`src/rtl/cfg_parameters.sv`:
```
// Shared configuration register map for the image reader/writer blocks.
// Holds the register select codes and the field widths of the image geometry words.
package cfg_parameters;

    // Image reader registers
    localparam int unsigned CFG_IR_IMG_W  = 0;
    localparam int unsigned CFG_IR_IMG_DH = 1;
    localparam int unsigned CFG_IR_BASE   = 2;

    // Image writer registers
    localparam int unsigned CFG_IW_IMG_W  = 3;
    localparam int unsigned CFG_IW_IMG_DH = 4;
    localparam int unsigned CFG_IW_BASE   = 5;

    // Geometry field widths: width word is full 32 bits, DH word packs depth[31:16], height[15:0]
    localparam int unsigned IMG_W_BITS = 32;
    localparam int unsigned IMG_H_BITS = 16;
    localparam int unsigned IMG_D_BITS = 16;

endpackage

```
`src/rtl/image_write.sv`:
```
// Streams pixel-group beats of one W*H*D segment into image memory at base + beat index.
// Optional framing check of image_last vs. beat count: define IMAGE_WRITE_LAST_CHECK_EN.
module image_write
    import cfg_parameters::*;
#(
    parameter int CFG_DWIDTH = 32,
    parameter int CFG_AWIDTH = 5,
    parameter int GROUP_NB   = 4,
    parameter int IMG_WIDTH  = 16,
    parameter int MEM_AWIDTH = 16
) (
    input  logic                          clk,
    input  logic                          rst,
    input  logic [CFG_DWIDTH-1:0]         cfg_data,
    input  logic [CFG_AWIDTH-1:0]         cfg_addr,
    input  logic                          cfg_valid,
    input  logic                          next,
    input  logic [GROUP_NB*IMG_WIDTH-1:0] image_bus,
    input  logic                          image_last,
    input  logic                          image_val,
    output logic                          image_rdy,
    output logic                          wr_val,
    output logic [MEM_AWIDTH-1:0]         wr_addr,
    output logic [GROUP_NB*IMG_WIDTH-1:0] wr_data,
    output logic                          done,
    output logic                          err
);

    typedef enum logic [3:0] {
        ST_RESET  = 4'b0001,
        ST_CONFIG = 4'b0010,
        ST_ACTIVE = 4'b0100,
        ST_DONE   = 4'b1000
    } state_e;

    state_e state_q, state_d;
    logic [1:0] launch_q, launch_d;

    logic [IMG_W_BITS-1:0] shd_w_q;
    logic [IMG_H_BITS-1:0] shd_h_q;
    logic [IMG_D_BITS-1:0] shd_d_q;
    logic [MEM_AWIDTH-1:0] shd_base_q;

    logic [IMG_W_BITS-1:0] w_max_q, w_cnt_q;
    logic [IMG_H_BITS-1:0] h_max_q, h_cnt_q;
    logic [IMG_D_BITS-1:0] d_max_q, d_cnt_q;
    logic [MEM_AWIDTH-1:0] base_q, idx_q;

    logic                          wr_val_q;
    logic [MEM_AWIDTH-1:0]         wr_addr_q;
    logic [GROUP_NB*IMG_WIDTH-1:0] wr_data_q;

    logic next_take;
    logic accept;
    logic last_beat;

    assign next_take = (state_q == ST_CONFIG) && next && (launch_q == 2'd0);
    assign accept    = image_val && image_rdy;
    assign last_beat = (d_cnt_q == d_max_q) && (w_cnt_q == w_max_q) && (h_cnt_q == h_max_q);

    // NOTE: shadow registers carry no reset so a mid-segment reset keeps the programmed geometry.
    always_ff @(posedge clk) begin
        if (cfg_valid) begin
            if (cfg_addr == CFG_AWIDTH'(CFG_IW_IMG_W)) begin
                shd_w_q <= cfg_data[31:0];
            end
            if (cfg_addr == CFG_AWIDTH'(CFG_IW_IMG_DH)) begin
                shd_d_q <= cfg_data[31:16];
                shd_h_q <= cfg_data[15:0];
            end
            if (cfg_addr == CFG_AWIDTH'(CFG_IW_BASE)) begin
                shd_base_q <= cfg_data[MEM_AWIDTH-1:0];
            end
        end
    end

    // State register
    always_ff @(posedge clk or posedge rst) begin
        if (rst) begin
            state_q  <= ST_RESET;
            launch_q <= 2'd0;
        end else begin
            state_q  <= state_d;
            launch_q <= launch_d;
        end
    end

    // Next-state logic; launch_q delays entry to ACTIVE by two cycles after next is honoured
    always_comb begin
        // NOTE: defaults first so every path assigns the outputs and no latch is inferred.
        state_d  = state_q;
        launch_d = 2'd0;
        if (next_take) begin
            launch_d = 2'd1;
        end else if (launch_q == 2'd1) begin
            launch_d = 2'd2;
        end
        unique case (state_q)
            ST_RESET:  state_d = ST_CONFIG;
            ST_CONFIG: if (launch_q == 2'd2) state_d = ST_ACTIVE;
            ST_ACTIVE: if (accept && last_beat) state_d = ST_DONE;
            ST_DONE:   state_d = ST_CONFIG;
            default:   state_d = ST_RESET;
        endcase
    end

    // Output logic
    always_comb begin
        image_rdy = 1'b0;
        done      = 1'b0;
        unique case (state_q)
            ST_ACTIVE: image_rdy = 1'b1;
            ST_DONE:   done      = 1'b1;
            default: ;
        endcase
    end

    // Segment geometry, beat counters and the registered memory write port
    always_ff @(posedge clk or posedge rst) begin
        if (rst) begin
            w_max_q   <= '0;
            h_max_q   <= '0;
            d_max_q   <= '0;
            base_q    <= '0;
            w_cnt_q   <= '0;
            h_cnt_q   <= '0;
            d_cnt_q   <= '0;
            idx_q     <= '0;
            wr_val_q  <= 1'b0;
            wr_addr_q <= '0;
            wr_data_q <= '0;
        end else begin
            wr_val_q <= accept;
            if (next_take) begin
                w_max_q <= shd_w_q;
                h_max_q <= shd_h_q;
                d_max_q <= shd_d_q;
                base_q  <= shd_base_q;
                w_cnt_q <= '0;
                h_cnt_q <= '0;
                d_cnt_q <= '0;
                idx_q   <= '0;
            end else if (accept) begin
                wr_addr_q <= base_q + idx_q;
                wr_data_q <= image_bus;
                idx_q     <= idx_q + 1'b1;
                if (d_cnt_q == d_max_q) begin
                    d_cnt_q <= '0;
                    if (w_cnt_q == w_max_q) begin
                        w_cnt_q <= '0;
                        h_cnt_q <= (h_cnt_q == h_max_q) ? '0 : h_cnt_q + 1'b1;
                    end else begin
                        w_cnt_q <= w_cnt_q + 1'b1;
                    end
                end else begin
                    d_cnt_q <= d_cnt_q + 1'b1;
                end
            end
        end
    end

    assign wr_val  = wr_val_q;
    assign wr_addr = wr_addr_q;
    assign wr_data = wr_data_q;

`ifdef IMAGE_WRITE_LAST_CHECK_EN
    logic err_q;

    // Sticky framing flag; informational only, completion is decided by the count
    always_ff @(posedge clk or posedge rst) begin
        if (rst) begin
            err_q <= 1'b0;
        end else if (accept && (image_last != last_beat)) begin
            err_q <= 1'b1;
        end else if (next_take) begin
            err_q <= 1'b0;
        end
    end

    assign err = err_q;
`else
    logic unused_last;

    assign unused_last = image_last;
    assign err         = 1'b0;
`endif

endmodule
```
`config.mk`:
```
export PLATFORM = sky130hd
export DESIGN_NAME = image_write
export DESIGN_NICKNAME = d
export VERILOG_FILES = /design/src/rtl/cfg_parameters.sv /design/src/rtl/image_write.sv
export SDC_FILE = /design/constraint.sdc
export NUM_CORES = 1
export LEC_CHECK = 0
export ABC_CLOCK_PERIOD_IN_PS = 10100
export CAP_MARGIN = 20
export CORE_MARGIN = 5
export CORE_UTILIZATION = 55
export DETAILED_ROUTE_END_ITERATION = 10
export GPL_TIMING_DRIVEN = 0
export HOLD_SLACK_MARGIN = 0.02
export PLACE_DENSITY = 0.8
export SLEW_MARGIN = 20
export SYNTH_ARGS = -nofsm -noshare
export SYNTH_HDL_FRONTEND = slang
export SYNTH_SLANG_ARGS = --single-unit
```
`constraint.sdc`:
```
create_clock -name clk -period 10.1 [get_ports clk]
set_clock_uncertainty 0.15 [all_clocks]
set_input_delay 1.515 -clock clk [delete_from_list [all_inputs] [get_ports clk]]
set_output_delay 1.515 -clock clk [all_outputs]
set_load 0.05 [all_outputs]
```
==> out/metrics.yaml, run 1 <==
final_layout:
  drive_gt1_share_pct: 6.19
  nets: 1765
  area_delta_synth_final_pct: 25.6
  fillers: 1846
  final_cells: 1994
  diodes: 0
clocking:
  cts_sinks: 327
  cts_tree: "yes"
  clk_latency_ns: 0.52
  postCtsSetupBuffers: 0
  cts_resized: 0
  htreeDepth: 2
  path_clk_slew_ns: 0.06
  cts_max_path_buffers: 3
  numCtsBuffers: 35
  cts.root.buffer_cell: "clkbuf_16"
  hold_buffers: 0
worst_setup_path:
  critPathMaxFanout: 5
  end_kind: "output port"
  cp_data_arrival_time_ns: 2.21
  r2r_start: "idx_q[0]$_DFFE_PP0P_"
  cp-start-kind: "register"
  worstSetupPathType: "reg -> out"
  worstPathRequired_ns: 8.44
  crit_start: "state_q[1]$_DFFE_PP0P_"
  critical_path.cell_chain: "nor4b_4 -> clkdlybuf4s50_1"
  cpMaxStageDelayCell: "clkdlybuf4s50_1"
  slowest_delay_ns: 0.87
yosys:
  seq_area_frac_synth_pct: 60.9
  yosys_warnings: 0
  synth_top_area_share_pct: 43.7
  ys.flop_type: "dfrtp_1"
  syn_area_um2: 14100
  ys_ff_latch: 327
  syn_nets: 1528
  avgSynthCellArea_um2: 10.1
  synth_cells: 1401
  synth_edf_count: 80
  synth_commonest_cells: "495 x nand2_1, 246 x dfrtp_1, 87 x xor2_1, 80 x edfxtp_1, 76 x o21ai_0"
  ys_async_sr_fraction_pct: 75.5
  synth_top_area_cell: "dfrtp_1"
  ys_types: 57
  yosys-top-cells-area: "dfrtp_1 44%, edfxtp_1 17%, nand2_1 13%, xor2_1 5.4%, o21ai_0 2.7%"
  yosys.cell_count.top_type: "nand2_1"
routing:
  detail_route.first_pass.iterations: 5
  via_per_inst: 5.44
  wl_per_cell_um: 17.4
  ant_nets: 0
  wirelength_mm: 34.7
  drt_iter0_drc: 934
  via_count: 10800
  remaining_drc_errors: 0
job:
  max-cap-violations: 0
floorplanning:
  core_area_um2: 25200
  die_x_um: 170
  dieArea_um2: 28900
  start_util_pct: 56.0
  rows: 58
  io_pins: 191
  die_h_um: 170
timing:
  worst_pin_slew_ns: 0.822
  fin_ws_ns: 6.22
  max_freq_ghz: 0.258
  finalCritPeriodShare_pct: 38.4
  rsz0062_at_grt: "false"
  slew_headroom_pct: 44.8
  setup_viol: 0
  hold_slack_ns: 0.285
  period_minus_slack_ns: 3.88
  hold_violations: 0
  final-max-slew-violation-count: 0
power:
  peakVddDrop_uv: 151
  pwr-share-comb_pct: 12.4
  sequentialPowerShare_pct: 46.3
  p_sw_share_pct: 25.4
  p_clk_share_pct: 41.2
  power_switching_w: 0.000800
  leakagePower_nw: 8.47
  total_power_w: 0.00314
  power.density_nw_per_um2: 177
  intPower_w: 0.00234
global_routing:
  antenna_found_initial: 0
  grt_usage_pct: 23.9
  grt_pass1_wl_mm: 55.7
  grt-ovfl-total: 0
  grt_pass1_vias: 10800
  grt_max_degree: 101
place:
  dp_cells: 1931
  pre_cts_ws_ns: 5.78
  hpwlAfterDp_mm: 24.9
  gp_congestion: 0.861
  portBuffers: 188
outcome:
  status: "completed"
min_path:
  hp-class: "reg -> reg"
  hp-start: "shd_w_q[21]$_DFFE_PP_"
cell type report:
type / instances / area, um^2 / share of cell area, %
well taps: 330 / 413 / 2.33
multi-input cells: 1000 / 5230 / 29.5
plain buffers: 54 / 228 / 1.29
flip-flops and latches: 327 / 8580 / 48.5
repair buffers: 200 / 2000 / 11.3
clock buffers: 53 / 1080 / 6.07
inverters: 20 / 82.6 / 0.466
clock inverters: 10 / 103 / 0.579
path summary, 6_finish.rpt:
check                                               end  slack [ns]  cells past startpoint
worst max-delay path                          image_rdy        6.22                      2
worst min-delay path            w_max_q[21]$_DFFE_PP0N_        0.29                      2
worst min register to register  w_max_q[21]$_DFFE_PP0N_        0.29                      2
max in group asynchronous       wr_data[22]$_DFFE_PP0P_        7.26                      4
worst max register to register  wr_addr[14]$_DFFE_PP0P_        6.96                      9
min in group asynchronous       h_cnt_q[12]$_DFFE_PP0P_        1.29                      2
routing by layer:
metal	vias up	routed length (um)	track usage, %
li1	5159	-	-
met1	5281	14200	32.4
met2	323	17300	39.8
met3	76	2030	3.90
met4	0	1180	7.99
met5	-	0	0
cell families after synthesis:
family / share of synthesized area [%]
DFF: 60.9
and+or+nand+nor: 22.4
buffers and inverters: 2.15
muxes: 0.0710
adders and majority gates: 1.83
other: 0.0266
xor gates and xnor gates: 6.33
AOI/OAI and AO/OA: 6.28
critical path: cells and delay by family, from the launching register on:
kind / cells / cell delay (ns)
and+or+nand+nor: 1 / 0.40
DFF: 1 / 0.43
buffers and inverters: 1 / 0.87
metrics by stage:
stage | area (um^2) | TNS [ns] | utilization (%)
2_1_floorplan | 14100 | 0 | -
3_3_place_gp | 16400 | -382.95 | 65.1
3_5_place_dp | 16500 | 0 | 65.7
4_1_cts | 17700 | 0 | 70.4
5_1_grt | 17700 | 0 | 70.4
6_report | 17700 | 0 | 70.4
sequential cells by signal, indices dropped and copies added (netlist names):
name,flops
idx_q,16
shd_d_q,16
wr_data,64
state_q,4
d_cnt_q,16
d_max_q,16
w_max_q,32
launch_q,2
wr_val,1
shd_base_q,16
shd_h_q,16
base_q,16
shd_w_q,32
h_cnt_q,16
h_max_q,16
w_cnt_q,32
wr_addr,16
power by group through the flow:
stage	Combinational, W	Sequential [W]	Clock [W]
finish	0.000391	0.00146	0.00130
CTS	0.000395	0.00146	0.00131
detailed placement	0.000391	0.00148	0
global route	0.000419	0.00146	0.00137
global placement	0.000381	0.00148	0
floorplan	0.000119	0.00159	0
cell usage in the layout (no fill, tap or decap), types with 35 or more instances in the layout:
master,instances
clkbuf_1,40
clkbuf_16,37
xor2_1,87
clkdlybuf4s50_1,188
edfxtp_1,80
dfrtp_1,246
nand3_1,42
nand2_1,495
nor2_1,63
a21oi_1,35
o21ai_0,76
(Power assumes the default switching activity.)
==> run 2, diff against run 1 <==
--- a/config.mk
+++ b/config.mk
@@ -5,14 +5,14 @@
 export SDC_FILE = /design/constraint.sdc
 export NUM_CORES = 1
 export LEC_CHECK = 0
-export ABC_CLOCK_PERIOD_IN_PS = 10100
+export ABC_CLOCK_PERIOD_IN_PS = 3300
 export CAP_MARGIN = 20
 export CORE_MARGIN = 5
-export CORE_UTILIZATION = 55
+export CORE_UTILIZATION = 50
 export DETAILED_ROUTE_END_ITERATION = 10
 export GPL_TIMING_DRIVEN = 0
 export HOLD_SLACK_MARGIN = 0.02
-export PLACE_DENSITY = 0.8
+export PLACE_DENSITY = 0.77
 export SLEW_MARGIN = 20
 export SYNTH_ARGS = -nofsm -noshare
 export SYNTH_HDL_FRONTEND = slang
==> constraint.sdc (replaced) <==
create_clock -name clk -period 3.3 [get_ports clk]
set_clock_uncertainty 0.15 [all_clocks]
set_input_delay 0.495 -clock clk [delete_from_list [all_inputs] [get_ports clk]]
set_output_delay 0.495 -clock clk [all_outputs]
set_load 0.05 [all_outputs]
==> run 2 against run 1 <==
Effect of this change:
- clock power grew to 3.0 times the previous value
- sequential power grew to 3.1 times the previous value
- power grew to 3.1 times the previous value
- setup slack worse by 5.9 ns
- global-route usage is 2.6 points lower
- register-to-register slack worse by 6.7 ns
- highest routed layer unchanged
==> out/metrics.yaml, run 2 (synthesis results as in run 1) <==
floorplanning:
  start_util_pct: 50.8  # -5.2 points
  core_area_um2: 27800  # +10%
  die_x_um: 178  # +4.6%
  dieArea_um2: 31700  # +9.4%
  io_pins: 191  # unchanged
  die_h_um: 178  # +4.6%
  rows: 61  # +5.2%
routing:
  via_per_inst: 5.19  # -4.5%
  drt_iter0_drc: 644  # -31%
  wl_per_cell_um: 16.6  # -4.8%
  ant_nets: 0  # unchanged
  detail_route.first_pass.iterations: 4  # -1
  remaining_drc_errors: 0  # unchanged
  via_count: 10600  # -2.1%
  wirelength_mm: 33.9  # -2.4%
worst_setup_path:
  critPathMaxFanout: 6  # +1
  cp_data_arrival_time_ns: 3.27  # +1.06 ns
  end_kind: "register"
  critical_path.cell_chain: "ha_1 -> fa_1 -> a21o_1 -> a211oi_2 -> o21a_1 -> o31ai_1 -> o311a_1 -> or3_1 -> a31o_1"
  critPathBufInv: 0  # -1
  worstSetupPathType: "reg -> reg"
  slowest_delay_ns: 0.44  # -0.43 ns
  cpMaxStageDelayCell: "dfrtp_1"
  ff2ff_setup_slack_ns: 0.28  # -6.68 ns
  rr_endpoint: "wr_addr[14]$_DFFE_PP0P_"
  r2r_cells: 9  # unchanged
  crit_family: "compound AO/OA/AOI/OAI gates"
  cp-start-kind: "register"
  worstPathRequired_ns: 3.56  # -4.88 ns
  r2r_start: "idx_q[0]$_DFFE_PP0P_"
clocking:
  htreeDepth: 2  # unchanged
  cts_resized: 0  # unchanged
  hold_buffers: 0  # unchanged
  cts_tree: "yes"
  cts.root.buffer_cell: "clkbuf_16"
  cts_max_path_buffers: 3  # unchanged
  numCtsBuffers: 35  # unchanged
  cts_sinks: 327  # unchanged
  clk_latency_ns: 0.52  # about the same
  path_clk_slew_ns: 0.06  # about the same
  postCtsSetupBuffers: 0  # unchanged
final_layout:
  final_cell_area_um2: 17900  # +0.97%
  largest_reg_flops: 64  # unchanged
  layout_common_cells: "495 x nand2_1, 246 x dfrtp_1, 188 x clkdlybuf4s50_1"
  area_delta_synth_final_pct: 26.9
  diodes: 0  # unchanged
  layout_commonest_cell: "nand2_1"
  drive_gt1_share_pct: 6.48  # +0.29 points
  nets: 1767  # +0.11%
  fillers: 2242  # +21%
  post-route-util_pct: 64.4  # -6.0 points
power:
  leakagePower_nw: 8.50  # +0.33%
  peakVddDrop_uv: 476  # +220%
  power.density_nw_per_um2: 537  # +200%
place:
  post_dp_cell_area_um2: 16700  # +1.1%
  gp_congestion: 0.846  # -1.7%
  pre_cts_ws_ns: 0.142  # -5.64 ns
  portBuffers: 188  # unchanged
  hpwlAfterDp_mm: 24.9  # about the same
min_path:
  hp-class: "in -> async"
timing:
  tns_ns: 0  # unchanged
  rsz0062_at_grt: "false"
  hold_violations: 0  # unchanged
  finalCritPeriodShare_pct: 91.4
  period_minus_slack_ns: 3.02
  fin_ws_ns: 0.285  # -5.94 ns
  max_freq_ghz: 0.332
  worst_pin_slew_ns: 0.801  # -0.0207 ns
  final-max-slew-violation-count: 0  # unchanged
  setup_viol: 0  # unchanged
  slew_headroom_pct: 46.2  # +1.4 points
global_routing:
  grt_pass1_wl_mm: 54.3  # -2.5%
  grt-ovfl-total: 0  # unchanged
  grt_pass1_vias: 10600  # -2.0%
  antenna_found_initial: 0  # unchanged
  grt_max_degree: 35  # -65%
  grt_usage_pct: 21.4  # -2.6 points
outcome:
  status: "completed"
job:
  max-cap-violations: 0  # unchanged
-- run 2: layer usage --
| metal | vias up | global-route usage, % | share of wire (%) |
|---|---|---|---|
| met3 | 69 | 3.05 | 5.0 |
| met5 | - | 0 | 0 |
| met1 | 5094 | 29.0 | 43 |
| met2 | 281 | 36.2 | 49 |
| li1 | 5168 | - | - |
| met4 | 0 | 6.03 | 2.6 |
-- run 2: per-stage QoR --
step	hold WS, ns	total power, W	std cells
after detailed placement	0.271	0.00574	1981
after floorplan	0.265	0.00523	1401
after global placement	0.270	0.00569	1967
after CTS	0.0771	0.00971	2045
final	0.0892	0.00961	2045
after global routing	0.107	0.00999	2045
-- run 2: how the worst max path moves through the flow --
stage | startpoint | depth (start not counted) | slack, ns | to
2_1_floorplan | rst | 1 | -0.59 | base_q[0]$_DFFE_PP0N_
3_3_place_gp | rst | 2 | -2.45 | d_max_q[9]$_DFFE_PP0N_
3_5_place_dp | next | 8 | 0.14 | h_cnt_q[3]$_DFFE_PP0P_
4_1_cts | idx_q[0]$_DFFE_PP0P_ | 9 | 0.28 | wr_addr[14]$_DFFE_PP0P_
5_1_grt | state_q[0]$_DFFE_PP1P_ | 8 | 0.12 | h_cnt_q[3]$_DFFE_PP0P_
6_report | idx_q[0]$_DFFE_PP0P_ | 9 | 0.28 | wr_addr[14]$_DFFE_PP0P_
-- run 2: cell type report --
cell class | count | area, um^2 | share of cell area (%)
well taps | 378 | 473 | 2.64
plain buffers | 54 | 228 | 1.27
multi-input cells | 1000 | 5250 | 29.3
clock buffers | 44 | 971 | 5.43
flip-flops and latches | 327 | 8580 | 48.0
inverters | 20 | 78.8 | 0.441
repair buffers | 202 | 2100 | 11.8
clock inverters | 20 | 204 | 1.14
-- run 2: worst reg2reg max path: cells and delay by family, from the launching register on --
kind / cells / cell delay (ns)
compound gates: 6 / 1.36
fa+ha+maj: 2 / 0.66
flops: 1 / 0.44
simple gates: 1 / 0.31
-- run 2: power breakdown --
part	internal, W	switching (W)	total, W	leakage (nW)
clock network	0.00234	0.00161	0.00395	0.576
registers	0.00432	0.000136	0.00446	4.00
logic	0.000460	0.000746	0.00121	3.92
==> run 3, diff against run 2 <==
--- a/config.mk
+++ b/config.mk
@@ -5,14 +5,14 @@
 export SDC_FILE = /design/constraint.sdc
 export NUM_CORES = 1
 export LEC_CHECK = 0
-export ABC_CLOCK_PERIOD_IN_PS = 3300
+export ABC_CLOCK_PERIOD_IN_PS = 3850
 export CAP_MARGIN = 20
 export CORE_MARGIN = 5
-export CORE_UTILIZATION = 50
+export CORE_UTILIZATION = 59
 export DETAILED_ROUTE_END_ITERATION = 10
 export GPL_TIMING_DRIVEN = 0
 export HOLD_SLACK_MARGIN = 0.02
-export PLACE_DENSITY = 0.77
+export PLACE_DENSITY_LB_ADDON = 0.25
 export SLEW_MARGIN = 20
 export SYNTH_ARGS = -nofsm -noshare
 export SYNTH_HDL_FRONTEND = slang
==> constraint.sdc (replaced) <==
create_clock -name clk -period 3.85 [get_ports clk]
set_clock_uncertainty 0.15 [all_clocks]
set_input_delay 0.5775 -clock clk [delete_from_list [all_inputs] [get_ports clk]]
set_output_delay 0.5775 -clock clk [all_outputs]
set_load 0.05 [all_outputs]
==> run 3 against run 2 <==
Effect of this change:
- clock power down 18%
- maximum frequency down 2.4%
- final area down 0.75%
- non-clock buffer count up 2
- clock-buffer cell count down 2
- register-to-register slack better by 0.48 ns
- global-route usage up 4.9 points
- sequential share of layout area up 0.36 points
- sequential power down 14%
- first-iteration DRC count up 32%
- cell count down 2.9%
- highest routed layer unchanged
==> out/metrics.yaml, run 3 (synthesis results as in run 1) <==
outcome:
  status: "completed"
timing:
  period_minus_slack_ns: 3.09  # +0.0748 ns
  hold_slack_ns: 0.289  # +0.200 ns
  worst_pin_slew_ns: 0.752  # -0.0489 ns
  slew_headroom_pct: 49.9  # +3.7 points
  setup_viol: 0  # unchanged
  hold_violations: 0  # unchanged
  final-max-slew-violation-count: 0  # unchanged
  rsz0062_at_grt: "false"
  finalCritPeriodShare_pct: 80.3  # -11 points
  max_freq_ghz: 0.324  # -2.4%
  tns_ns: 0  # unchanged
clocking:
  path_clk_slew_ns: 0.06  # about the same
  cts_resized: 0  # unchanged
  clk_latency_ns: 0.51  # about the same
  numCtsBuffers: 34  # -2.9%
  cts_sinks: 327  # unchanged
  cts_tree: "yes"
  hold_buffers: 0  # unchanged
  cts.root.buffer_cell: "clkbuf_16"
  postCtsSetupBuffers: 0  # unchanged
  cts_max_path_buffers: 3  # unchanged
  htreeDepth: 2  # unchanged
worst_setup_path:
  cp_data_arrival_time_ns: 3.32  # +0.05 ns
  end_kind: "register"
  worstSetupPathType: "reg -> reg"
  rr_endpoint: "wr_addr[14]$_DFFE_PP0P_"
  ff2ff_setup_slack_ns: 0.76  # +0.48 ns
  cp-start-kind: "register"
  worstPathRequired_ns: 4.08  # +0.52 ns
  r2r_cells: 9  # unchanged
  critPathMaxFanout: 6  # unchanged
  r2r_start: "idx_q[0]$_DFFE_PP0P_"
final_layout:
  diodes: 0  # unchanged
  drive_gt1_share_pct: 6.30  # -0.18 points
  area_delta_synth_final_pct: 25.9
  fillers: 1538  # -31%
  nets: 1768  # +0.057%
  largest_reg_flops: 64  # unchanged
  seq_area_um2: 8580  # unchanged
  multi_input_area_um2: 5240  # -0.12%
  layout_commonest_cell: "nand2_1"
  layout_common_cells: "495 x nand2_1, 246 x dfrtp_1, 188 x clkdlybuf4s50_1"
job:
  max-cap-violations: 0  # unchanged
routing:
  via_per_inst: 5.51  # +6.2%
  detail_route.first_pass.iterations: 7  # +3
  top_layer: "met4"
  wl_per_cell_um: 17.7  # +7.1%
  route.met2.wl_mm: 17.7  # +5.6%
  m1WireLength_mm: 14.0  # -3.8%
  via_count: 10900  # +3.1%
  wirelength_mm: 35.2  # +4.0%
  remaining_drc_errors: 0  # unchanged
  ant_nets: 0  # unchanged
  wl_met3_mm: 2.39  # +41%
  drt_iter0_drc: 852  # +32%
global_routing:
  antenna_found_initial: 0  # unchanged
  grt_max_degree: 36  # +2.9%
  grt_pass1_wl_mm: 56.4  # +3.7%
  grt_usage_pct: 26.3  # +4.9 points
  grt_pass1_vias: 11100  # +4.9%
  grt-ovfl-total: 0  # unchanged
power:
  power.density_nw_per_um2: 457  # -15%
  total_power_w: 0.00812  # -16%
  leakagePower_nw: 8.48  # -0.23%
  peakVddDrop_uv: 410  # -14%
floorplanning:
  rows: 56  # -8.2%
  start_util_pct: 60.1  # +9.3 points
  io_pins: 191  # unchanged
  dieArea_um2: 27100  # -14%
  die_x_um: 165  # -7.5%
  die_h_um: 165  # -7.5%
  core_area_um2: 23500  # -16%
place:
  portBuffers: 188  # unchanged
  gp_congestion: 0.865  # +2.2%
  hpwlAfterDp_mm: 25.2  # +1.2%
min_path:
  holdPathEnd: "w_max_q[24]$_DFFE_PP0N_"
  hp-start: "shd_w_q[24]$_DFFE_PP_"
  hp-class: "reg -> reg"
  holdPathStages: 2
-- run 3: changes by cell type in the layout (fill, tap and decap cells not counted), moves of 2 or more --
cell        previous run  this run
clkinv_1               1         4
buf_8                  2         0
clkinvlp_4             4         2
clkbuf_8               4         1
buf_4                  4         6
buf_6                  1         3
-- run 3: critical path, cell delays in order, from the launching register on --
cell and delay [ns]:
dfrtp_1 0.45, ha_1 0.26, fa_1 0.41, a21o_1 0.20, a211oi_2 0.25, o21a_1 0.19
o31ai_1 0.15, o311a_1 0.37, or3_1 0.31, a31o_1 0.22
-- run 3: worst max path at each step --
stage | cells past startpoint | endpoint | startpoint
after global routing | 9 | wr_addr[14]$_DFFE_PP0P_ | idx_q[0]$_DFFE_PP0P_
after CTS | 9 | wr_addr[14]$_DFFE_PP0P_ | idx_q[0]$_DFFE_PP0P_
final | 9 | wr_addr[14]$_DFFE_PP0P_ | idx_q[0]$_DFFE_PP0P_
after detailed placement | 8 | h_cnt_q[5]$_DFFE_PP0P_ | next
after global placement | 2 | wr_data[16]$_DFFE_PP0P_ | rst
after floorplan | 1 | base_q[0]$_DFFE_PP0N_ | rst
-- run 3: layout make-up --
cell class / count / area share (%)
timing repair buffer: 204 / 11.9
clock buffer: 42 / 5.38
inverter: 20 / 0.444
buffer: 54 / 1.28
clock inverter: 20 / 0.895
tap: 319 / 2.25
sequential: 327 / 48.3
multi-input combinational: 1000 / 29.5
-- run 3: per-stage QoR --
stage / cell area [um^2] / setup slack [ns] / util, % / cells
after floorplan: 14100 / -0.122 / - / 1401
after global placement: 16400 / -1.96 / 69.8 / 1908
after detailed placement: 16600 / 0.605 / 70.9 / 1924
after CTS: 17800 / 0.774 / 75.7 / 1986
after global routing: 17800 / 0.589 / 75.7 / 1986
final: 17800 / 0.760 / 75.7 / 1986
-- run 3: layer usage --
layer	GRT usage, %	vias to the layer above
li1	-	5150
met1	35.2	5341
met2	43.5	377
met3	4.67	78
met4	9.30	0
met5	0	-
-- run 3: where the power goes --
| group | internal, W | leakage (nW) | switching, W |
|---|---|---|---|
| sequential | 0.00370 | 4.00 | 0.000126 |
| clock | 0.00191 | 0.554 | 0.00133 |
| combinational | 0.000396 | 3.92 | 0.000655 |
| total | 0.00600 | 8.48 | 0.00211 |
